<file path="src/rtl/interval_timer.sv">
// Memory-mapped interval timer: a free-running cycle counter, a compare register
// with optional periodic auto-reload, and a level interrupt held until acknowledged.
module interval_timer (
  input  logic        clock,
  input  logic        reset,
  input  logic [31:0] address,
  input  logic [31:0] data,
  input  logic        MemRead,
  input  logic        MemWrite,
  output logic        TimerInterrupt,
  output logic        TimerAddress,
  output logic [31:0] cycle
);

  localparam logic [31:0] ADDR_COUNT  = 32'hFFFF_001C;
  localparam logic [31:0] ADDR_PERIOD = 32'hFFFF_0024;
  localparam logic [31:0] ADDR_FLAG   = 32'hFFFF_006C;

  logic [31:0] count_q, count_d;
  logic [31:0] compare_q, compare_d;
  logic [31:0] period_q, period_d;
  logic        flag_q, flag_d;

  logic sel_count, sel_period, sel_flag;
  logic match;

  always_comb begin
    sel_count    = (address == ADDR_COUNT);
    sel_period   = (address == ADDR_PERIOD);
    sel_flag     = (address == ADDR_FLAG);
    TimerAddress = sel_count | sel_period | sel_flag;
    match        = (count_q == compare_q);

    cycle = 32'd0;
    if (MemRead) begin
      if (sel_count)       cycle = count_q;
      else if (sel_period) cycle = period_q;
      else if (sel_flag)   cycle = {31'd0, flag_q};
    end
  end

  always_comb begin
    count_d = count_q + 32'd1;

    // A software store to the compare register overrides the periodic re-arm.
    compare_d = compare_q;
    if (MemWrite && sel_count)                compare_d = data;
    else if (match && (period_q != 32'd0))    compare_d = compare_q + period_q;

    period_d = period_q;
    if (MemWrite && sel_period) period_d = data;

    // A match in the acknowledge cycle keeps the interrupt asserted.
    flag_d = flag_q;
    if (match)                        flag_d = 1'b1;
    else if (MemWrite && sel_flag)    flag_d = 1'b0;
  end

  always_ff @(posedge clock) begin
    if (reset) begin
      count_q   <= 32'd0;
      compare_q <= 32'hFFFF_FFFF;
      period_q  <= 32'd0;
      flag_q    <= 1'b0;
    end else begin
      count_q   <= count_d;
      compare_q <= compare_d;
      period_q  <= period_d;
      flag_q    <= flag_d;
    end
  end

  assign TimerInterrupt = flag_q;

endmodule

</file>
<file path="config.mk">
export PLATFORM = sky130hd
export DESIGN_NAME = interval_timer
export DESIGN_NICKNAME = d
export VERILOG_FILES = /design/src/rtl/interval_timer.sv
export SDC_FILE = /design/constraint.sdc
export NUM_CORES = 1
export LEC_CHECK = 0
export CORE_MARGIN = 2
export CORE_UTILIZATION = 39
export DETAILED_ROUTE_END_ITERATION = 7
export GPL_TIMING_DRIVEN = 1
export RECOVER_POWER = 25
export SLEW_MARGIN = 20
export SYNTH_ARGS = -nofsm -noshare
export SYNTH_HDL_FRONTEND = slang
export SYNTH_SLANG_ARGS = --single-unit
</file>
<file path="constraint.sdc">
create_clock -name clock -period 3.7 [get_ports clock]
set_clock_uncertainty 0.2 [all_clocks]
set_input_delay 0.74 -clock clock [delete_from_list [all_inputs] [get_ports clock]]
set_output_delay 0.74 -clock clock [all_outputs]
set_load 0.02 [all_outputs]
</file>
==> impl_metrics.py, run 1 <==
metrics = {
    "routing": {
        "totalWireLength_mm": 21.7,
        "vias": 6437,
        "via_per_inst": 5.56,
        "drtIter0Drc": 440,
        "drtPass1Iterations": 5,
        "drc": 0,
        "antenna_left": 0,
        "wl_per_cell_um": 18.7,
    },
    "sta": {
        "fin_crit_sh_pct": 99.1,
        "drv_slew": 0,
        "timing.fmax_mhz": 273,
        "report.final.hold_viol_count": 0,
        "rsz0062_at_grt": "yes",
        "holdWs_ns": 0.295,
        "max_slew_margin_pct": 6.58,
        "worst_pin_slew_ns": 1.40,
        "period_minus_slack_ns": 3.67,
        "setup_viol": 0,
        "setup_tns_ns": 0,
    },
    "critical_path": {
        "worst_r2r_endpoint": "compare_q[28]",
        "r2r_setup_slack_ns": 0.28,
        "rr_startpoint": "compare_q[0]",
        "crit_fanout": 6,
        "cp.arrival_ns": 2.73,
        "cp-start-kind": "primary input",
        "critPathKind": "primary input to primary output",
        "startpoint": "address[10]",
        "cp-end-kind": "primary output",
        "crit_end": "cycle[3]",
        "reg2reg_depth": 13,
        "required_ns": 2.76,
    },
    "floorplan": {
        "die_area_um2": 17700,
        "core_area_um2": 16500,
        "fp.dieH_um": 133,
        "rows": 47,
        "die_w_um": 133,
        "ioPinCount": 102,
        "start_util_pct": 39.5,
    },
    "grt": {
        "grt_max_degree": 65,
        "use_met2_pct": 41.1,
        "grt_pass1_wl_mm": 33.9,
        "grt_usage_pct": 24.6,
        "antenna_found_initial": 0,
        "gr-usage-met1_pct": 32.5,
        "overflow": 0,
        "grt-busiest-layer": "met2",
        "grt_pass1_vias": 6005,
        "met3_usage_pct": 3.77,
    },
    "place": {
        "io_buffers": 101,
        "dp_hpwl_mm": 15.9,
        "place_congestion": 0.883,
        "place_inst": 1133,
    },
    "power_and_ir_drop": {
        "power.leakage_nw": 3.13,
        "ir_drop_mv": 0.237,
        "powerDensity_nw_per_um2": 245,
    },
    "clock_network": {
        "h-tree-depth": 3,
        "clock_sinks": 97,
        "insertion_delay_ns": 0.36,
        "cts_max_path_buffers": 2,
        "cts_hold_buf": 0,
        "cts_root_buffer": "clkbuf_16",
        "cts_tree": "yes",
        "clk_pin_slew_ns": 0.07,
        "cts_buffers": 9,
    },
    "logic_synthesis": {
        "syn_inst": 838,
        "ys_async_sr_fraction_pct": 0,
        "yosysUniqueCellTypes": 61,
        "syn_area_per_cell_um2": 7.77,
        "synthesis.nets": 939,
        "synth-seq-area-share_pct": 29.8,
        "synth_ff_type": "dfxtp_1",
        "syn_area_um2": 6510,
        "ys_warn_count": 0,
        "synth_edf_count": 0,
        "synth_seq_cells": 97,
    },
    "run_status": {
        "status": "finished clean",
    },
    "finish": {
        "fin_nets": 1033,
        "final_cells": 1157,
        "n_antenna_cell": 0,
        "fill_cells": 1638,
        "drive_gt1_share_pct": 17.5,
        "synthToLayoutAreaGrowth_pct": 29.8,
    },
    "flow_run": {
        "maxCapViolations": 0,
    },
    "worst_hold_path": {
        "min_path_type": "register to register",
    },
}
critical path, stage by stage:
cell             delay, ns
clkdlybuf4s50_1       0.41
nor3_2                0.15
nand4_1               0.13
or3b_4                0.41
nor3_4                0.17
buf_6                 0.19
buf_8                 0.15
a22oi_2               0.10
nor2b_2               0.14
buf_6                 0.12
stage by stage:
step / worst slack [ns] / utilization, % / instance area (µm²) / total power, mW
2_1_floorplan: 0.0204 / - / 6580 / 1.11
3_3_place_gp: -0.747 / 48.0 / 7900 / 1.21
3_5_place_dp: -0.760 / 48.0 / 7900 / 1.21
4_1_cts: 0.00121 / 49.9 / 8220 / 2.09
5_1_grt: -0.0706 / 51.3 / 8450 / 2.14
6_report: 0.0327 / 51.3 / 8450 / 2.07
cells by family after synthesis:
logic type | count (synthesis) | synth area share (%)
adder cells (fa/ha/maj) | 33 | 6.46
AO/OA/AOI/OAI | 223 | 22.2
AND/OR/NAND/NOR | 323 | 24.1
XOR/XNOR | 86 | 11.6
buffers and inverters | 62 | 3.63
flip-flops | 97 | 29.8
multiplexers | 14 | 2.15
Yosys cell counts, types with 3 or more instances:
cell type / count / area share [%]
a31oi_1: 9 / 0.86
nor2_1: 67 / 3.9
nand2b_1: 5 / 0.48
nand4_1: 23 / 2.2
o21a_1: 5 / 0.58
o21ai_0: 19 / 1.5
a21oi_1: 84 / 6.5
o21ai_1: 11 / 0.85
nor3_1: 14 / 1.1
o21bai_1: 5 / 0.58
a211o_1: 9 / 1.2
ha_1: 32 / 6.2
inv_1: 7 / 0.40
nor2b_1: 38 / 3.7
a21o_1: 20 / 2.3
xor2_1: 28 / 3.8
dfxtp_1: 97 / 30
mux2i_1: 14 / 2.2
nor4_1: 16 / 1.5
clkbuf_1: 47 / 2.7
nand3_1: 20 / 1.5
nand2_1: 109 / 6.3
xnor2_1: 58 / 7.8
buf_1: 4 / 0.23
and4_1: 5 / 0.67
or3_1: 5 / 0.48
buf_2: 3 / 0.23
or2_1: 4 / 0.38
a22oi_1: 31 / 3.6
and3_1: 6 / 0.58
a211oi_1: 4 / 0.46
timing repair:
item / 4_1_cts / 5_1_grt
setup buffers: 4 / 0
pin swaps: 13 / 22
resized for setup: 224 / 55
gates cloned: 3 / 1
endpoints found under the setup margin: 33 / 35
placed cells by master (no fill, tap or decap), drive strengths merged, types with 16 or more instances in the layout:
cell,n
buf,73
nor2b,38
o21ai,30
ha,32
xor2,28
clkdlybuf4s50,40
a22oi,31
dfxtp,97
nor2,68
a21oi,84
nor4,16
nand3,20
nand2,109
a21o,20
nand4,23
xnor2,58
registers in the layout (all words and copies together) (netlist names):
signal          count
TimerInterrupt      1
compare_q          32
count_q            32
period_q           32
how the worst min path moves through the flow:
stage,startpoint,endpoint,slack (ns),cells after the start
after detailed placement,TimerInterrupt,TimerInterrupt,0.29,2
after global routing,TimerInterrupt,TimerInterrupt,0.31,2
final,TimerInterrupt,TimerInterrupt,0.29,2
after global placement,count_q[0],count_q[0],0.30,1
after floorplan,count_q[0],count_q[0],0.25,1
after CTS,TimerInterrupt,TimerInterrupt,0.30,2
metal layers:
| layer | wire (µm) | share of wire, % |
|---|---|---|
| met1 | 9790 | 45 |
| met2 | 10200 | 47 |
| met3 | 1130 | 5.2 |
| met4 | 622 | 2.9 |
| met5 | 0 | 0 |
layout make-up:
class                   instances  area [µm²]  share of cell area (%)
flip-flops and latches         97        1940                    23.0
well taps                     220         275                    3.26
inverters                       8        30.0                   0.355
repair buffers                137        1330                    15.7
clock inverters                 6        45.0                   0.533
clock buffers                  10         229                    2.71
multi-input cells             679        4600                    54.4
power breakdown:
group	total (mW)	switching, mW	leakage [nW]	internal [mW]
registers	1.05	0.00530	0.783	1.05
clock network	0.897	0.439	0.125	0.457
logic	0.125	0.0533	2.22	0.0718
Note: power is estimated with default switching activity, not from simulation.
==> run 2, diff against run 1 <==
==> constraint.sdc (replaced) <==
create_clock -name clock -period 3.92 [get_ports clock]
set_clock_uncertainty 0.2 [all_clocks]
set_input_delay 0.784 -clock clock [delete_from_list [all_inputs] [get_ports clock]]
set_output_delay 0.784 -clock clock [all_outputs]
set_load 0.02 [all_outputs]
==> impl_metrics.py, run 2 (synthesis gave the netlist of run 1 again) <==
metrics = {
    "sta": {
        "layout_setup_ws_ns": 0.0967,
        "holdWs_ns": 0.307,
        "period_minus_slack_ns": 3.82,
        "max_slew_margin_pct": -38.3,
        "rsz0062_at_grt": "yes",
        "setup_viol": 0,
        "drv_slew": 47,
        "timing.fmax_mhz": 262,
        "report.final.hold_viol_count": 0,
        "worst_pin_slew_ns": 2.07,
        "fin_crit_sh_pct": 97.5,
    },
    "routing": {
        "drtIter0Drc": 458,
        "totalWireLength_mm": 21.3,
        "vias": 6391,
        "wl_per_cell_um": 18.5,
        "drtPass1Iterations": 4,
        "antenna_left": 0,
        "drc": 0,
        "via_per_inst": 5.56,
    },
    "power_and_ir_drop": {
        "ir_drop_mv": 0.226,
        "powerDensity_nw_per_um2": 241,
        "power.leakage_nw": 3.10,
        "fin_total_pwr_mw": 1.96,
    },
    "run_status": {
        "violations": "capacitance limit, slew limit",
        "status": "complete, but fails checks",
    },
    "finish": {
        "fill_cells": 1693,
        "synthToLayoutAreaGrowth_pct": 24.8,
        "n_antenna_cell": 0,
        "drive_gt1_share_pct": 10.8,
        "fin_nets": 1026,
        "layout_common_cells": "109 x nand2_1, 97 x dfxtp_1, 84 x a21oi_1",
        "final_common_cell": "nand2_1",
        "reg_top3": "compare_q (32), count_q (32), period_q (32)",
    },
    "floorplan": {
        "fp.dieH_um": 133,
        "die_area_um2": 17700,
        "ioPinCount": 102,
        "rows": 47,
        "die_w_um": 133,
        "start_util_pct": 39.5,
        "core_area_um2": 16500,
    },
    "critical_path": {
        "crit_fanout": 6,
        "cp-end-kind": "primary output",
        "cp-start-kind": "primary input",
        "critPathKind": "primary input to primary output",
        "required_ns": 2.94,
        "cp.arrival_ns": 2.84,
    },
    "clock_network": {
        "cts_tree": "yes",
        "cts_hold_buf": 0,
        "cts_buffers": 9,
        "h-tree-depth": 3,
        "clock_sinks": 97,
        "insertion_delay_ns": 0.35,
        "cts_max_path_buffers": 2,
        "cts_root_buffer": "clkbuf_16",
        "clk_pin_slew_ns": 0.07,
    },
    "place": {
        "io_buffers": 101,
        "dp_hpwl_mm": 15.7,
        "pre_cts_slack_ns": -0.680,
        "place_congestion": 0.904,
    },
    "grt": {
        "grt_pass1_vias": 6025,
        "antenna_found_initial": 0,
        "overflow": 0,
        "grt_usage_pct": 24.3,
        "grt_pass1_wl_mm": 33.7,
        "grt_max_degree": 58,
    },
    "worst_hold_path": {
        "min_path_type": "register to register",
    },
    "flow_run": {
        "maxCapViolations": 1,
    },
}
[run 2: cell count changes in the layout (fill, tap and decap cells not counted), sizes merged, moves of 3 or more]
cell	delta
buf	-15
clkbuf	+10
dlymetal6s2s	+5
dlygate4sd2	-4
clkinvlp	-3
[run 2: area by class of cell]
type | instances | area (µm²) | area share [%]
clock inverter | 3 | 15.0 | 0.185
tap | 220 | 275 | 3.39
sequential | 97 | 1940 | 23.9
multi-input combinational | 679 | 4400 | 54.2
clock buffer | 13 | 260 | 3.20
timing repair buffer | 130 | 1200 | 14.8
inverter | 8 | 30.0 | 0.370
[run 2: per-stage QoR]
step / utilization (%) / setup TNS [ns] / cell area, µm² / instances
2_1_floorplan: - / 0 / 6510 / 838
3_3_place_gp: 47.4 / -16.88 / 7800 / 1128
3_5_place_dp: 47.4 / -20.37 / 7800 / 1128
4_1_cts: 49.2 / -0.0117 / 8100 / 1149
5_1_grt: 49.3 / -0.00991 / 8130 / 1150
6_report: 49.3 / 0 / 8130 / 1150
[run 2: where the power goes]
part           leakage (nW)  switching, mW  internal, mW
Sequential            0.783        0.00486         0.988
Clock                 0.139          0.386         0.463
Combinational          2.18         0.0497        0.0661
Total                  3.10          0.441          1.52
[run 2: critical path: stages]
cell             delay (ns)
clkdlybuf4s50_1        0.40
nor4_1                 0.18
nand4_1                0.16
or3b_4                 0.42
nor3_4                 0.16
buf_6                  0.19
buf_12                 0.14
a22oi_2                0.07
nor2b_1                0.17
buf_4                  0.17
[run 2: path summary, 6_finish.rpt]
path	end	start	cells after the start	slack, ns
worst max register to register	compare_q[28]	compare_q[0]	13	0.28
worst min-delay path	period_q[3]	period_q[3]	2	0.31
worst min register to register	period_q[3]	period_q[3]	2	0.31
worst max-delay path	cycle[19]	address[15]	10	0.1
[run 2: metal layers]
layer	share of wire [%]	global-route usage, %	routed length (µm)	vias to the layer above
li1	-	-	-	3178
met1	45	31.9	9550	2979
met2	46	39.6	9780	203
met3	6.2	5.75	1320	31
met4	2.8	7.80	600	0
met5	0	0	0	-
[run 2: repair_timing]
action,4_1_cts,5_1_grt
endpoints found under the setup margin,33,32
gates cloned,2,1
gates resized for setup,188,27
pin swaps,13,11
buffers inserted,3,0
endpoints found under the hold margin,0,0
==> run 3, diff against run 2 <==
--- a/config.mk
+++ b/config.mk
@@ -5,9 +5,9 @@
 export SDC_FILE = /design/constraint.sdc
 export NUM_CORES = 1
 export LEC_CHECK = 0
-export CORE_MARGIN = 2
-export CORE_UTILIZATION = 39
+export CORE_UTILIZATION = 31
 export DETAILED_ROUTE_END_ITERATION = 7
+export GPL_ROUTABILITY_DRIVEN = 0
 export GPL_TIMING_DRIVEN = 1
 export RECOVER_POWER = 25
 export SLEW_MARGIN = 20
==> impl_metrics.py, run 3 (synthesis gave the netlist of run 1 again) <==
metrics = {
    "clock_network": {
        "cts_root_buffer": "clkbuf_16",
        "cts_buffers": 9,
        "h-tree-depth": 3,
        "clk_pin_slew_ns": 0.06,
        "cts_tree": "yes",
        "cts_max_path_buffers": 2,
        "insertion_delay_ns": 0.35,
        "clock_sinks": 97,
    },
    "sta": {
        "period_minus_slack_ns": 3.98,
        "max_slew_margin_pct": -30.4,
        "setup_viol": 1,
        "setup_tns_ns": -0.0605,
        "timing.fmax_mhz": 251,
        "fin_crit_sh_pct": 102,
        "worst_pin_slew_ns": 1.96,
        "report.final.hold_viol_count": 0,
        "layout_setup_ws_ns": -0.0605,
        "drv_slew": 44,
        "rsz0062_at_grt": "yes",
        "holdWs_ns": 0.322,
    },
    "critical_path": {
        "cp-end-kind": "primary output",
        "critPathKind": "primary input to primary output",
        "worst_r2r_endpoint": "compare_q[24]",
        "cp-start-kind": "primary input",
        "reg2reg_depth": 13,
        "cp.arrival_ns": 3.00,
        "startpoint": "address[7]",
        "required_ns": 2.94,
        "r2r_setup_slack_ns": 0.22,
        "rr_startpoint": "compare_q[0]",
        "crit_fanout": 7,
        "crit_end": "cycle[1]",
    },
    "grt": {
        "antenna_found_initial": 0,
        "grt_pass1_vias": 5916,
        "grt_usage_pct": 20.0,
        "overflow": 0,
        "grt_max_degree": 44,
        "grt_pass1_wl_mm": 33.3,
    },
    "power_and_ir_drop": {
        "p_switching_mw": 0.437,
        "powerDensity_nw_per_um2": 249,
        "clkPwrFrac_pct": 44.9,
        "sw_frac_of_total_pct": 21.7,
        "p_int_mw": 1.58,
        "ir_drop_mv": 0.228,
        "power_frac_comb_pct": 5.8,
        "power.leakage_nw": 3.05,
        "seq_power_share_pct": 49.3,
        "fin_total_pwr_mw": 2.01,
    },
    "place": {
        "io_buffers": 101,
        "dp_hpwl_mm": 16.2,
        "pre_cts_slack_ns": -0.635,
    },
    "finish": {
        "utilization_pct": 39.6,
        "drive_gt1_share_pct": 10.5,
        "synthToLayoutAreaGrowth_pct": 24.1,
        "n_antenna_cell": 0,
        "layout_common_cells": "109 x nand2_1, 97 x dfxtp_1, 84 x a21oi_1",
        "final_common_cell": "nand2_1",
        "fin_nets": 1027,
        "reg_top3": "compare_q (32), count_q (32), period_q (32)",
    },
    "floorplan": {
        "core_area_um2": 20400,
        "ioPinCount": 102,
        "die_w_um": 147,
        "die_area_um2": 21600,
        "fp.dieH_um": 147,
        "rows": 52,
        "start_util_pct": 31.9,
    },
    "routing": {
        "wl_per_cell_um": 18.0,
        "drtIter0Drc": 428,
        "antenna_left": 0,
        "drc": 0,
        "vias": 6389,
        "via_per_inst": 5.32,
        "totalWireLength_mm": 21.6,
        "drtPass1Iterations": 5,
    },
    "run_status": {
        "status": "complete, but fails checks",
        "violations": "capacitance limit, slew limit, setup timing",
    },
    "worst_hold_path": {
        "min_path_type": "register to register",
        "hp-start": "TimerInterrupt",
    },
    "flow_run": {
        "maxCapViolations": 1,
    },
}
-- run 3: layout make-up --
| type | instances | area [µm²] |
|---|---|---|
| fill | 2153 | 12300 |
| multi-input combinational | 679 | 4370 |
| sequential | 97 | 1940 |
| timing repair buffer | 131 | 1100 |
| tap | 270 | 338 |
| clock buffer | 12 | 256 |
| clock inverter | 3 | 40.0 |
| inverter | 8 | 30.0 |
-- run 3: worst min-delay path by stage --
stage               slack, ns             end  depth (start not counted)
global route             0.35      count_q[0]                          1
finish                   0.32  TimerInterrupt                          2
global placement         0.29  TimerInterrupt                          2
floorplan                0.25      count_q[0]                          1
detailed placement       0.31    period_q[30]                          2
CTS                      0.32     period_q[2]                          2
-- run 3: metal layers --
layer,vias to the layer above,track usage [%],share of wire [%]
met5,-,0,0
met4,0,5.88,2.1
met3,26,4.19,7.1
met2,218,31.6,45
met1,2971,27.2,46
li1,3174,-,-
-- run 3: timing repair --
item                       CTS  global route
gates cloned                 2             0
hold buffers                 0             0
pin swaps                   10             9
gates resized for setup    130            54
setup buffers                4             0
setup endpoints to repair   33            32
-- run 3: worst max-delay path, cell delays in order --
cell	delay, ns
buf_6	0.09
nand4b_1	0.15
nor4_1	0.32
nand4_1	0.17
or3b_4	0.42
nor3_4	0.26
buf_6	0.17
buf_16	0.13
buf_6	0.09
a22oi_2	0.07
nor2b_1	0.16
buf_4	0.16
-- run 3: power by group through the flow --
stage / combinational (mW) / sequential, mW / clock [mW]
2_1_floorplan: 0.0351 / 1.01 / 0
3_3_place_gp: 0.124 / 1.02 / 0
3_5_place_dp: 0.124 / 1.02 / 0
4_1_cts: 0.116 / 0.993 / 0.924
5_1_grt: 0.124 / 0.992 / 0.971
6_report: 0.116 / 0.993 / 0.905
-- run 3: through the flow --
step / area [µm²] / instances
floorplan: 6510 / 838
global placement: 7880 / 1180
detailed placement: 7880 / 1180
CTS: 8240 / 1201
global route: 8080 / 1200
finish: 8080 / 1200
